### config.mk
export PLATFORM = sky130hd
export DESIGN_NAME = pipe_stage_reg_flat
export DESIGN_NICKNAME = d
export VERILOG_FILES = /design/src/rtl/pipe_pkg.sv /design/src/rtl/pipe_stage_reg_if.sv /design/src/rtl/pipe_entry.sv /design/src/rtl/pipe_stage_reg.sv /design/src/flat_wrapper.sv
export SDC_FILE = /design/constraint.sdc
export NUM_CORES = 1
export LEC_CHECK = 0
export ABC_AREA = 1
export ABC_CLOCK_PERIOD_IN_PS = 33100
export BUFFER_PORTS_ARGS = -buffer_cell sky130_fd_sc_hd__buf_2
export CORE_MARGIN = 1
export CORE_UTILIZATION = 40
export CTS_CLUSTER_DIAMETER = 200
export CTS_CLUSTER_SIZE = 25
export DETAILED_ROUTE_END_ITERATION = 7
export HOLD_SLACK_MARGIN = 0.12
export PLACE_DENSITY = 0.7
export SYNTH_ARGS = -nofsm -noshare
export SYNTH_HDL_FRONTEND = slang
export SYNTH_SLANG_ARGS = --single-unit
### constraint.sdc
create_clock -name clk -period 33.1 [get_ports clk]
set_input_delay 4.965 -clock clk [delete_from_list [all_inputs] [get_ports clk]]
set_output_delay 4.965 -clock clk [all_outputs]
set_load 0.005 [all_outputs]
### src/rtl/pipe_pkg.sv
// Shared definitions for the generic inter-stage pipeline register.
//   pipe_state_e : occupancy state of a stage register (EMPTY / ONE / FULL)
//   *_DATA_W/_CTRL_W : bundle widths of the standard stage registers
//   pack_ctrl()  : assembles the common control fields into a CTRL bundle
package pipe_pkg;

  typedef enum logic [1:0] {
    EMPTY = 2'd0,
    ONE   = 2'd1,
    FULL  = 2'd2
  } pipe_state_e;

  // Datapath bundles: IF/ID carries pc, pc+4, instr; later stages add operands/results.
  localparam int unsigned IFID_DATA_W  = 96;
  localparam int unsigned IFID_CTRL_W  = 16;
  localparam int unsigned IDEX_DATA_W  = 160;
  localparam int unsigned IDEX_CTRL_W  = 16;
  localparam int unsigned EXMEM_DATA_W = 160;
  localparam int unsigned EXMEM_CTRL_W = 16;
  localparam int unsigned MEMWB_DATA_W = 128;
  localparam int unsigned MEMWB_CTRL_W = 16;

  // Layout: [15:11] reserved, [10:6] rd, [5:3] dram op, [2:1] wb select, [0] reg write enable.
  function automatic logic [15:0] pack_ctrl(input logic       reg_we,
                                            input logic [1:0] wb_sel,
                                            input logic [2:0] dram_op,
                                            input logic [4:0] rd);
    return {5'b0, rd, dram_op, wb_sel, reg_we};
  endfunction

endpackage

### src/rtl/pipe_stage_reg_if.sv
// Handshake bundle between two pipeline stages and the stage register.
//   master : upstream/downstream environment (drives in_*, out_ready, flush)
//   slave  : the stage register (drives in_ready, out_*, occupancy, stall_cnt)
interface pipe_stage_reg_if #(
  parameter int unsigned DATA_W = 160,
  parameter int unsigned CTRL_W = 16,
  parameter int unsigned CNT_W  = 16
);

  logic              in_valid;
  logic              in_ready;
  logic [DATA_W-1:0] in_data;
  logic [CTRL_W-1:0] in_ctrl;
  logic              out_valid;
  logic              out_ready;
  logic [DATA_W-1:0] out_data;
  logic [CTRL_W-1:0] out_ctrl;
  logic              flush;
  logic [1:0]        occupancy;
  logic [CNT_W-1:0]  stall_cnt;

  modport master (
    output in_valid, in_data, in_ctrl, out_ready, flush,
    input  in_ready, out_valid, out_data, out_ctrl, occupancy, stall_cnt
  );

  modport slave (
    input  in_valid, in_data, in_ctrl, out_ready, flush,
    output in_ready, out_valid, out_data, out_ctrl, occupancy, stall_cnt
  );

endinterface

### src/rtl/pipe_entry.sv
// One storage slot of the stage register: payload plus its own valid bit.
//   clk, rst : clock, asynchronous active-high reset
//   clr_i    : synchronous clear of payload and valid (highest priority)
//   load_i   : capture d_i and mark valid
//   drop_i   : mark invalid, payload kept
//   d_i/q_o  : payload in/out; valid_o : slot holds an entry
module pipe_entry #(
  parameter int unsigned W = 176
) (
  input  logic         clk,
  input  logic         rst,
  input  logic         clr_i,
  input  logic         load_i,
  input  logic         drop_i,
  input  logic [W-1:0] d_i,
  output logic [W-1:0] q_o,
  output logic         valid_o
);

  logic [W-1:0] data_q;
  logic         valid_q;

  always_ff @(posedge clk or posedge rst) begin
    if (rst) begin
      data_q  <= '0;
      valid_q <= 1'b0;
    end else if (clr_i) begin
      data_q  <= '0;
      valid_q <= 1'b0;
    end else if (load_i) begin
      data_q  <= d_i;
      valid_q <= 1'b1;
    end else if (drop_i) begin
      valid_q <= 1'b0;
    end
  end

  assign q_o     = data_q;
  assign valid_o = valid_q;

endmodule

### src/rtl/pipe_stage_reg.sv
// Inter-stage pipeline register with valid/ready handshake, two-entry skid buffer,
// synchronous flush and a saturating stall counter.
//   clk, rst : clock, asynchronous active-high reset
//   bus      : slave side of pipe_stage_reg_if (in_* handshake, out_* handshake,
//              flush, occupancy, stall_cnt)
module pipe_stage_reg
  import pipe_pkg::*;
#(
  parameter int unsigned DATA_W = 160,
  parameter int unsigned CTRL_W = 16,
  parameter int unsigned CNT_W  = 16
) (
  input  logic                   clk,
  input  logic                   rst,
  pipe_stage_reg_if.slave        bus
);

  localparam int unsigned EntW = DATA_W + CTRL_W;

  pipe_state_e      state_q, state_d;
  logic [CNT_W-1:0] stall_q, stall_d;

  logic            in_ready, out_valid;
  logic            up_xfer, dn_xfer;
  logic            clr, main_load, main_drop, main_from_skid, skid_load, skid_drop;
  logic [EntW-1:0] in_ent, main_d, main_q, skid_q;
  logic            main_vld, skid_vld;

  // Handshake flags depend only on registered state: no out_ready -> in_ready path.
  assign in_ready  = (state_q != FULL);
  assign out_valid = (state_q != EMPTY);
  assign up_xfer   = bus.in_valid && in_ready;
  assign dn_xfer   = out_valid && bus.out_ready;
  assign in_ent    = {bus.in_data, bus.in_ctrl};
  assign main_d    = main_from_skid ? skid_q : in_ent;

  always_comb begin
    state_d        = state_q;
    clr            = 1'b0;
    main_load      = 1'b0;
    main_drop      = 1'b0;
    main_from_skid = 1'b0;
    skid_load      = 1'b0;
    skid_drop      = 1'b0;
    if (bus.flush) begin
      // Flush wins over both transfers; the offered entry is dropped.
      state_d = EMPTY;
      clr     = 1'b1;
    end else begin
      unique case (state_q)
        EMPTY: begin
          if (up_xfer) begin
            state_d   = ONE;
            main_load = 1'b1;
          end
        end
        ONE: begin
          if (up_xfer && dn_xfer) begin
            main_load = 1'b1;
          end else if (up_xfer) begin
            state_d   = FULL;
            skid_load = 1'b1;
          end else if (dn_xfer) begin
            state_d   = EMPTY;
            main_drop = 1'b1;
          end
        end
        FULL: begin
          if (dn_xfer) begin
            state_d        = ONE;
            main_load      = 1'b1;
            main_from_skid = 1'b1;
            skid_drop      = 1'b1;
          end
        end
        default: begin
          state_d = EMPTY;
          clr     = 1'b1;
        end
      endcase
    end
  end

  always_comb begin
    stall_d = stall_q;
    if (out_valid && !bus.out_ready && (stall_q != {CNT_W{1'b1}})) begin
      stall_d = stall_q + {{(CNT_W-1){1'b0}}, 1'b1};
    end
  end

  always_ff @(posedge clk or posedge rst) begin
    if (rst) begin
      state_q <= EMPTY;
      stall_q <= '0;
    end else begin
      state_q <= state_d;
      stall_q <= stall_d;
    end
  end

  pipe_entry #(
    .W(EntW)
  ) u_main (
    .clk    (clk),
    .rst    (rst),
    .clr_i  (clr),
    .load_i (main_load),
    .drop_i (main_drop),
    .d_i    (main_d),
    .q_o    (main_q),
    .valid_o(main_vld)
  );

  pipe_entry #(
    .W(EntW)
  ) u_skid (
    .clk    (clk),
    .rst    (rst),
    .clr_i  (clr),
    .load_i (skid_load),
    .drop_i (skid_drop),
    .d_i    (in_ent),
    .q_o    (skid_q),
    .valid_o(skid_vld)
  );

  assign bus.in_ready  = in_ready;
  assign bus.out_valid = out_valid;
  assign bus.out_data  = main_q[EntW-1:CTRL_W];
  // A bubble must never carry live control bits downstream.
  assign bus.out_ctrl  = out_valid ? main_q[CTRL_W-1:0] : '0;
  assign bus.occupancy = {1'b0, main_vld} + {1'b0, skid_vld};
  assign bus.stall_cnt = stall_q;

endmodule

### src/flat_wrapper.sv
// flat-port wrapper written by rule: the top's interface ports become plain ports
module pipe_stage_reg_flat import pipe_pkg::*;
#(
  parameter int unsigned DATA_W = 160,
  parameter int unsigned CTRL_W = 16,
  parameter int unsigned CNT_W  = 16
)
  (clk, rst, bus_in_valid, bus_in_data, bus_in_ctrl, bus_out_ready, bus_flush, bus_in_ready, bus_out_valid, bus_out_data, bus_out_ctrl, bus_occupancy, bus_stall_cnt);
  pipe_stage_reg_if #(.DATA_W(DATA_W), .CTRL_W(CTRL_W), .CNT_W(CNT_W)) bus_i ();
  input  logic clk;
  input  logic rst;
  input wire logic [$bits(bus_i.in_valid)-1:0] bus_in_valid;
  input wire logic [$bits(bus_i.in_data)-1:0] bus_in_data;
  input wire logic [$bits(bus_i.in_ctrl)-1:0] bus_in_ctrl;
  input wire logic [$bits(bus_i.out_ready)-1:0] bus_out_ready;
  input wire logic [$bits(bus_i.flush)-1:0] bus_flush;
  output wire logic [$bits(bus_i.in_ready)-1:0] bus_in_ready;
  output wire logic [$bits(bus_i.out_valid)-1:0] bus_out_valid;
  output wire logic [$bits(bus_i.out_data)-1:0] bus_out_data;
  output wire logic [$bits(bus_i.out_ctrl)-1:0] bus_out_ctrl;
  output wire logic [$bits(bus_i.occupancy)-1:0] bus_occupancy;
  output wire logic [$bits(bus_i.stall_cnt)-1:0] bus_stall_cnt;
  assign bus_i.in_valid = bus_in_valid;
  assign bus_i.in_data = bus_in_data;
  assign bus_i.in_ctrl = bus_in_ctrl;
  assign bus_i.out_ready = bus_out_ready;
  assign bus_i.flush = bus_flush;
  assign bus_in_ready = bus_i.in_ready;
  assign bus_out_valid = bus_i.out_valid;
  assign bus_out_data = bus_i.out_data;
  assign bus_out_ctrl = bus_i.out_ctrl;
  assign bus_occupancy = bus_i.occupancy;
  assign bus_stall_cnt = bus_i.stall_cnt;
  pipe_stage_reg #(.DATA_W(DATA_W), .CTRL_W(CTRL_W), .CNT_W(CNT_W)) u_core (.clk(clk), .rst(rst), .bus(bus_i));
endmodule
**Word-level counts from Yosys, hierarchy flattened**

Index checks and enable logic that the tools add are counted.
Widths: inputs -> output; s select.

- Bits of input ports: 181
- Logic and storage cells: 65
- Register bits after elaboration: 372
- Output and inout bits: 196

- Reduce and logical (&&, ||, !) cells: 14
- Add/subtract/negate cells: 2
- Muxes and demuxes: 35
- Equality and inequality tests: 8

Operator list:

| operator | number |
|---|---|
| $mux 176 | 5 |
| $mux 1 | 21 |
| $add 16x1->16 const B | 1 |
| $mux 16 | 1 |
| $ne 16x16->1 const B | 1 |
| $mux 2 | 6 |
| $ne 3x2->1 const B | 2 |
| $pmux 2 s3 | 1 |
| $reduce_bool 2->1 | 3 |
| $reduce_bool 3->1 | 2 |
| $logic_and 1x1->1 | 5 |
| $ne 4x2->1 const B | 1 |
| $reduce_and 4->1 | 1 |
| $ne 3x3->1 const B | 1 |
| $pmux 1 s3 | 1 |
| $reduce_or 3->1 | 1 |
| $add 1x1->2 | 1 |
| $eq 2x1->1 const B | 1 |
| $eq 2x2->1 const B | 1 |
| $logic_not 2->1 | 1 |
| $ne 2x2->1 const B | 1 |
| $logic_not 1->1 | 1 |

**Depth between registers and ports, before layout**

Gate-level depths: netlist of run 1.

- Depth in word-level cells: 10
- Mapped depth: 10
- Gate-level depth less buffers: 9

**Cells and area by module**

A second synthesis of run 1 with hierarchy kept.

- Cell total of the unflattened synthesis: 2318
- Area total of the unflattened synthesis: 17531.8 um2

Modules (own cells, without submodules):

| module | area an instance (um2) | sequential area each (um2) | cells each | times used |
|---|---|---|---|---|
| pipe_entry | 6980.4 | 4429.2 | 770 | 2 |
| pipe_stage_reg | 3570.9 | 450.4 | 778 | 1 |

**Worst setup path before layout of run 1**

Ideal clock, no wire load.

- Path type: in2reg
- From: in bus_flush
- To: reg u_core.u_skid.data_q[10], in the netlist u_core.u_skid.q_o[10]
- Path slack: 27.078 ns
- Required time: 33.023 ns
- Path buffers: 2
- Arrival time: 5.945 ns
- Setup time: 0.077 ns
- Stages: 7
- Cell sequence: inv_1 -> o21ai_2 -> inv_2 -> clkbuf_1 -> buf_1 -> nand3_1 -> o21ai_1

- Word-level cells in the longest chain between the ends: 2
- Elaborated cells between the ends (all ways): 4
- Classes of those cells: mux (3); reduce/logical (1)

RTL lines:

| element | line | RTL |
|---|---|---|
| from (decl) | flat_wrapper.sv:16 | `input wire logic [$bits(bus_i.flush)-1:0] bus_flush;` |
| $mux 1 | pipe_stage_reg.sv:45 | `if (bus.flush) begin` |
| $mux 176 / $reduce_bool 2->1 (equally long branches) | -- |  |
| to (signal assigned) | pipe_entry.sv:31 | `data_q <= d_i;` |
| to (decl) | pipe_entry.sv:20 | `logic [W-1:0] data_q;` |

Several ways; a longest one is shown, not always the timed one.
A chain may end at the register's enable or synchronous reset.

**Worst setup path in the final report of run 1**

- From: in bus_flush
- To: reg u_core.u_skid.data_q[31], in the netlist u_core.u_skid.q_o[31]

The elaborated chain is that of the path after synthesis.

==> results of run 1 <==
==> per-layer routing <==
layer	global-route usage	share of wire	vias to the layer above
met3	0.0309	0.052	51
met2	0.317	0.47	353
met4	0.0477	0.018	10
li1	-	-	6798
met1	0.265	0.45	6702
met5	0	0.0012	-
==> through the flow <==
stage	cells	utilization	total power, W	hold slack [ps]
global placement	2772	0.427	0.000687	461
CTS	2792	0.438	0.000945	493
floorplan	2096	-	0.000652	453
global route	2795	0.438	0.000983	510
finish	2799	0.439	0.000932	488
detailed placement	2772	0.427	0.000693	469
==> cell usage after synthesis <==
cell type | count | share of area
o21ai_2 | 1 | 0.00050
nor2_2 | 1 | 0.00036
o21ai_1 | 110 | 0.031
a21oi_1 | 2 | 0.00057
nor2_1 | 33 | 0.0071
nor2_4 | 1 | 0.00064
nand4_1 | 5 | 0.0018
nand3_2 | 1 | 0.00057
dfrtp_1 | 372 | 0.53
xnor2_1 | 7 | 0.0035
buf_1 | 6 | 0.0013
clkbuf_1 | 61 | 0.013
nand3_1 | 188 | 0.054
buf_2 | 47 | 0.013
inv_1 | 208 | 0.045
a21oi_2 | 1 | 0.00050
buf_4 | 172 | 0.074
nand2_1 | 435 | 0.093
o21ai_0 | 426 | 0.12
nand3b_1 | 2 | 0.00086
ha_1 | 2 | 0.0014
clkbuf_2 | 6 | 0.0017
inv_2 | 3 | 0.00064
buf_6 | 6 | 0.0039
==> registers in the layout (all words and copies together), names as in the netlist <==
name	flops
u_core.u_skid.valid_o	1
u_core.u_skid.q_o	176
u_core.u_main.q_o	176
u_core.bus.stall_cnt	16
u_core.state_q	2
u_core.u_main.valid_o	1
==> layout make-up <==
class                           count  area share
Tap cell                          585      0.0386
Inverter                          211      0.0425
Multi-Input combinational cell   1215       0.296
Sequential cell                   372       0.492
Timing Repair Buffer              389       0.105
Clock buffer                       19      0.0251
Antenna cell                        7    0.000925
Clock inverter                      1    0.000264
==> power groups by stage <==
stage	Sequential (W)	Clock, W	Combinational [W]
after global routing	0.000533	0.000274	0.000177
final	0.000527	0.000250	0.000155
after CTS	0.000527	0.000261	0.000158
after detailed placement	0.000535	0	0.000158
after floorplan	0.000528	0	0.000124
after global placement	0.000533	0	0.000154
==> worst max path at each step <==
stage | start | endpoint | slack, ps | cells past startpoint
2_1_floorplan | rst | u_core.bus.stall_cnt[0] | 17800 | 1
3_3_place_gp | bus_flush | u_core.u_skid.q_o[29] | 25400 | 9
3_5_place_dp | bus_flush | u_core.u_skid.q_o[64] | 25300 | 9
4_1_cts | bus_flush | u_core.u_skid.q_o[64] | 25880 | 9
5_1_grt | bus_flush | u_core.u_skid.q_o[17] | 25530 | 9
6_report | bus_flush | u_core.u_skid.q_o[31] | 25790 | 9
==> kinds of logic (layout without fill, tap and decap cells) <==
group / after synthesis / in the layout
AOI/OAI and AO/OA: 540 / 540
xor gates and xnor gates: 7 / 7
adders and majority gates: 2 / 2
buffers and inverters: 509 / 620
DFF: 372 / 372
other: 0 / 7
and+or+nand+nor: 666 / 666
==> worst max-delay path, cell delays in order <==
cell	delay, ps
buf_2	90
inv_1	80
nand3_1	120
inv_1	90
nand3_4	150
buf_4	840
buf_4	920
nand3_1	160
o21ai_1	140
==> results.py, run 1 <==
metrics = {
    "status": {
        "status": "complete, no violations",
    },
    "finish": {
        "final_area_um2": 18900,
        "final_common_cell": "nand2_1",
        "nets": 2390,
        "area_delta_synth_final_pct": 7.94,
        "regArea_um2": 9310,
        "multiInputGateArea_um2": 5600,
        "fill_cells": 4345,
        "layout-drive-gt1-share": 0.190,
        "layout_common_cells": "nand2_1, o21ai_0, buf_2, dfrtp_1, inv_1",
    },
    "sta": {
        "fin_setup_tns_ps": 0,
        "max_slew.worst_pin.slew_ps": 1210,
        "rsz0062_at_grt": "no",
        "finalCritPeriodShare": 0.221,
        "hold_viol": 0,
        "fin_ws_ps": 25790,
        "period_minus_slack_ps": 7310,
        "skew_ps": 15.5,
        "setup_viol": 0,
        "max_freq_ghz": 0.137,
        "relSlewSlack": 0.196,
        "maxSlewViolCount": 0,
    },
    "synthesis": {
        "synthSimpleGateAreaFrac": 0.158,
        "syn_area_um2": 17500,
        "synth_top_family_by_area": "simple AND/OR/NAND/NOR gates",
        "synth_fa_ha_area_frac": 0.00143,
        "synth-compound-area-share": 0.154,
        "ys_ff_latch": 372,
        "syn_avg_cell_area_um2": 8.37,
        "syn_nets": 2279,
        "synth_seq_area_share": 0.531,
        "syn_inst": 2096,
        "synthXorXnorAreaFrac": 0.00349,
        "ys_types": 24,
        "synthMuxAreaShare": 0,
        "yosysWarnings": 0,
    },
    "pwr": {
        "p_sw_w": 0.000274,
        "cellPowerDensity_nw_per_um2": 49.2,
        "p_clk_frac": 0.269,
        "intPower_w": 0.000659,
        "switching_share": 0.294,
        "p_leak_nw": 10.2,
        "seqPwrFrac": 0.565,
        "ir_drop_v": 0.0000261,
        "p_comb_frac": 0.166,
    },
    "worst_setup_path": {
        "arrival_ps": 7760,
        "worst-r2r-setup-slack_ps": 29640,
        "reg2reg_depth": 8,
        "crit_required_ps": 33550,
        "reg2reg_to": "u_core.u_skid.q_o[31]",
        "r2r-start": "u_core.state_q[1]",
        "path_class": "primary input to register",
        "startpoint_type": "primary input",
        "cp_max_fo": 119,
        "cp-end-kind": "register",
    },
    "clock_tree": {
        "post_cts_buffers": 0,
        "numCtsBuffers": 18,
        "clkLatencyLatePin_ps": 540,
        "cts_num_sinks": 372,
        "hold_buffers": 0,
        "cts_tree": "built",
        "h-tree-depth": 1,
        "clockBufferDepth": 3,
        "clk_pin_slew_worst_paths_ps": 100,
        "root_buffer": "clkbuf_16",
        "ctsResizeCount": 0,
    },
    "grt": {
        "grt_max_degree": 175,
        "overflow": 0,
        "grt_pass1_wl_um": 70100,
        "grt_pass1_vias": 13200,
        "antenna_found_initial": 10,
        "grt_usage": 0.193,
    },
    "placed_design": {
        "io_buffers": 376,
        "place_ws_ps": 25300,
        "place_area_um2": 18400,
        "dp_hpwl_um": 28100,
        "place_congestion": 0.863,
    },
    "run": {
        "cap_viol_max_count": 0,
    },
    "floorplan": {
        "die_w_um": 211,
        "ios": 377,
        "coreArea_um2": 43200,
        "initial_core_util": 0.406,
        "die_h_um": 211,
        "dieArea_um2": 44700,
        "rows": 76,
    },
    "min_path": {
        "min_path_type": "register to register",
        "min_to": "u_core.u_main.q_o[136]",
        "worstHoldStart": "u_core.u_main.q_o[136]",
        "hold_path_depth": 2,
    },
    "route": {
        "ant_nets": 0,
        "viasPerCell": 4.97,
        "num_vias": 13900,
        "drcViolationCount": 0,
        "dr.pass1.iters": 5,
        "wl_um": 44000,
        "drt_iter0_markers": 1192,
        "wire_per_inst_um": 15.7,
    },
}
(Power assumes the default switching activity.)
==> run 2, diff against run 1 <==
ABC_AREA = 0   (was 1)
ABC_CLOCK_PERIOD_IN_PS = 6000   (was 33100)
PLACE_DENSITY = 0.72   (was 0.7)
clock period = 6 ns   (was 33.1 ns; I/O delays follow)
==> run 2 against run 1 <==
  * Final area grew 4.2%
  * Hold slack lost 11 ps
  * Sequential share of layout area shrank 2.0 points
  * Critical path depth shrank 4
  * Count of clock-buffer cells in the layout is the same
  * Worst setup slack lost 23000 ps
  * Critical path type is now register to register
  * Largest cell class unchanged
==> results.py, run 2 <==
metrics = {
    "placed_design": {
        "dp.cells": 2512,
        "dp_hpwl_um": 27500,
        "io_buffers": 376,
        "place_congestion": 0.817,
    },
    "sta": {
        "skew_ps": 11.2,
        "maxSlewViolCount": 0,
        "max_slew.worst_pin.slew_ps": 1080,
        "max_freq_ghz": 0.331,
        "period_minus_slack_ps": 3020,
        "finalCritPeriodShare": 0.503,
        "rsz0062_at_grt": "no",
        "fin_setup_tns_ps": 0,
        "relSlewSlack": 0.278,
        "hold_viol": 0,
        "setup_viol": 0,
    },
    "grt": {
        "grt_usage": 0.185,
        "antenna_found_initial": 12,
        "grt_max_degree": 172,
        "grt_pass1_wl_um": 70200,
        "grt_pass1_vias": 13100,
        "overflow": 0,
    },
    "synthesis": {
        "syn_avg_cell_area_um2": 10.0,
        "yosys.area.top_type": "dfrtp_1",
        "syn_area_um2": 18200,
        "yosysWarnings": 0,
        "ys_types": 37,
        "ys_ff_latch": 372,
        "ys_top_cells_by_area": "dfrtp_1, mux2i_1, nand2_1, buf_4, nand3_1",
        "synth_top_area_frac": 0.512,
        "synthArstFlopShare": 1.00,
        "synth_edf_count": 0,
        "synth_seq_area_share": 0.512,
        "syn_nets": 1992,
        "synth_common_cells": "nand2_1, dfrtp_1, mux2i_1, buf_4, nand3_1",
        "syn_inst": 1809,
        "yosys_most_used_dff": "dfrtp_1",
        "yosysMostFrequentCell": "nand2_1",
    },
    "route": {
        "viasPerCell": 5.13,
        "drcViolationCount": 0,
        "wire_per_inst_um": 17.3,
        "num_vias": 13000,
        "dr.pass1.iters": 7,
        "wl_um": 43900,
        "ant_nets": 0,
        "drt_iter0_markers": 1153,
    },
    "worst_setup_path": {
        "arrival_ps": 3470,
        "worstPathCellList": "nor2b_1, o21ai_1, a21oi_4, buf_4, mux2i_1",
        "slowest_stage": "a21oi_4",
        "path_buf_inv": 1,
        "path_class": "register to register",
        "crit_required_ps": 6460,
        "cp_max_fo": 27,
        "max_stage_delay_ps": 850,
        "cp-end-kind": "register",
        "startpoint_type": "register",
        "path_delay_family": "compound AO/OA/AOI/OAI gates",
    },
    "pwr": {
        "p_sw_w": 0.00130,
        "seqPwrFrac": 0.577,
        "switching_share": 0.269,
        "p_clk_frac": 0.284,
        "p_leak_nw": 10.0,
        "p_comb_frac": 0.139,
        "cellPowerDensity_nw_per_um2": 245,
        "ir_drop_v": 0.000181,
        "intPower_w": 0.00353,
    },
    "floorplan": {
        "coreArea_um2": 44500,
        "die_h_um": 215,
        "rows": 77,
        "die_w_um": 215,
        "ios": 377,
        "initial_core_util": 0.408,
        "dieArea_um2": 46300,
    },
    "clock_tree": {
        "clockBufferDepth": 3,
        "root_buffer": "clkbuf_16",
        "h-tree-depth": 1,
        "numCtsBuffers": 18,
        "hold_buffers": 0,
        "ctsResizeCount": 0,
        "cts_tree": "built",
        "post_cts_buffers": 0,
        "cts_num_sinks": 372,
        "clk_pin_slew_worst_paths_ps": 100,
        "clkLatencyLatePin_ps": 540,
    },
    "finish": {
        "layout_common_cells": "nand2_1, buf_2, dfrtp_1, mux2i_1, nand3_1",
        "fill_cells": 4296,
        "nets": 2123,
        "layout-drive-gt1-share": 0.217,
        "area_delta_synth_final_pct": 8.61,
        "final_common_cell": "nand2_1",
        "instances_no_fill": 2535,
    },
    "min_path": {
        "min_path_type": "primary input to async pin",
    },
    "status": {
        "status": "complete, no violations",
    },
    "run": {
        "cap_viol_max_count": 0,
    },
}
==> run 2: kinds of logic (layout without fill, tap and decap cells) <==
logic type / Yosys count / count (layout) / synth area share
AOI/OAI and AO/OA: 20 / 20 / 0.00744
xor gates and xnor gates: 14 / 14 / 0.00675
adders and majority gates: 2 / 2 / 0.00138
buffers and inverters: 284 / 415 / 0.100
DFF: 372 / 372 / 0.512
muxes: 353 / 353 / 0.195
other: 0 / 3 / 0
and+or+nand+nor: 764 / 764 / 0.177
==> run 2: cell type report <==
cell class                      instances  area (um2)  area share
Timing Repair Buffer                  391        2090       0.106
Inverter                                4        18.8    0.000951
Antenna cell                            3        7.51    0.000380
Clock buffer                           19         475      0.0241
Tap cell                              592         741      0.0375
Multi-Input combinational cell       1153        7080       0.359
Sequential cell                       372        9310       0.472
Clock inverter                          1        5.00    0.000254
==> run 2: worst paths after layout <==
| path | start | end | slack (ps) | cells after the start |
|---|---|---|---|---|
| max | u_core.state_q[1] | u_core.u_main.q_o[101] | 2980 | 5 |
| min | rst | u_core.u_main.q_o[45] | 480 | 2 |
| max reg2reg | u_core.state_q[1] | u_core.u_main.q_o[101] | 2980 | 5 |
| min reg2reg | u_core.u_skid.q_o[18] | u_core.u_skid.q_o[18] | 500 | 2 |
| max in group asynchronous | rst | u_core.u_main.q_o[139] | 4050 | 3 |
| min in group clk | u_core.u_skid.q_o[18] | u_core.u_skid.q_o[18] | 500 | 2 |
==> run 2: power by group through the flow <==
stage	sequential (W)	clock (W)	combinational, W
6_report	0.00278	0.00137	0.000673
5_1_grt	0.00280	0.00152	0.000744
4_1_cts	0.00278	0.00144	0.000684
3_5_place_dp	0.00283	0	0.000684
3_3_place_gp	0.00283	0	0.000663
2_1_floorplan	0.00280	0	0.000521
==> run 2: metal layers <==
layer | global-route usage | share of wire
met1 | 0.242 | 0.43
met3 | 0.0452 | 0.064
met5 | 0 | 0.0023
met2 | 0.302 | 0.47
met4 | 0.0577 | 0.029
==> run 2: through the flow <==
step | hold slack [ps] | area (um2) | util | setup WS, ps | power (W)
2_1_floorplan | 466 | 18200 | - | 106 | 0.00332
3_3_place_gp | 478 | 19200 | 0.432 | 2550 | 0.00349
3_5_place_dp | 484 | 19200 | 0.432 | 2490 | 0.00351
4_1_cts | 477 | 19700 | 0.443 | 2970 | 0.00490
5_1_grt | 518 | 19700 | 0.443 | 2740 | 0.00507
6_report | 477 | 19700 | 0.443 | 2980 | 0.00483
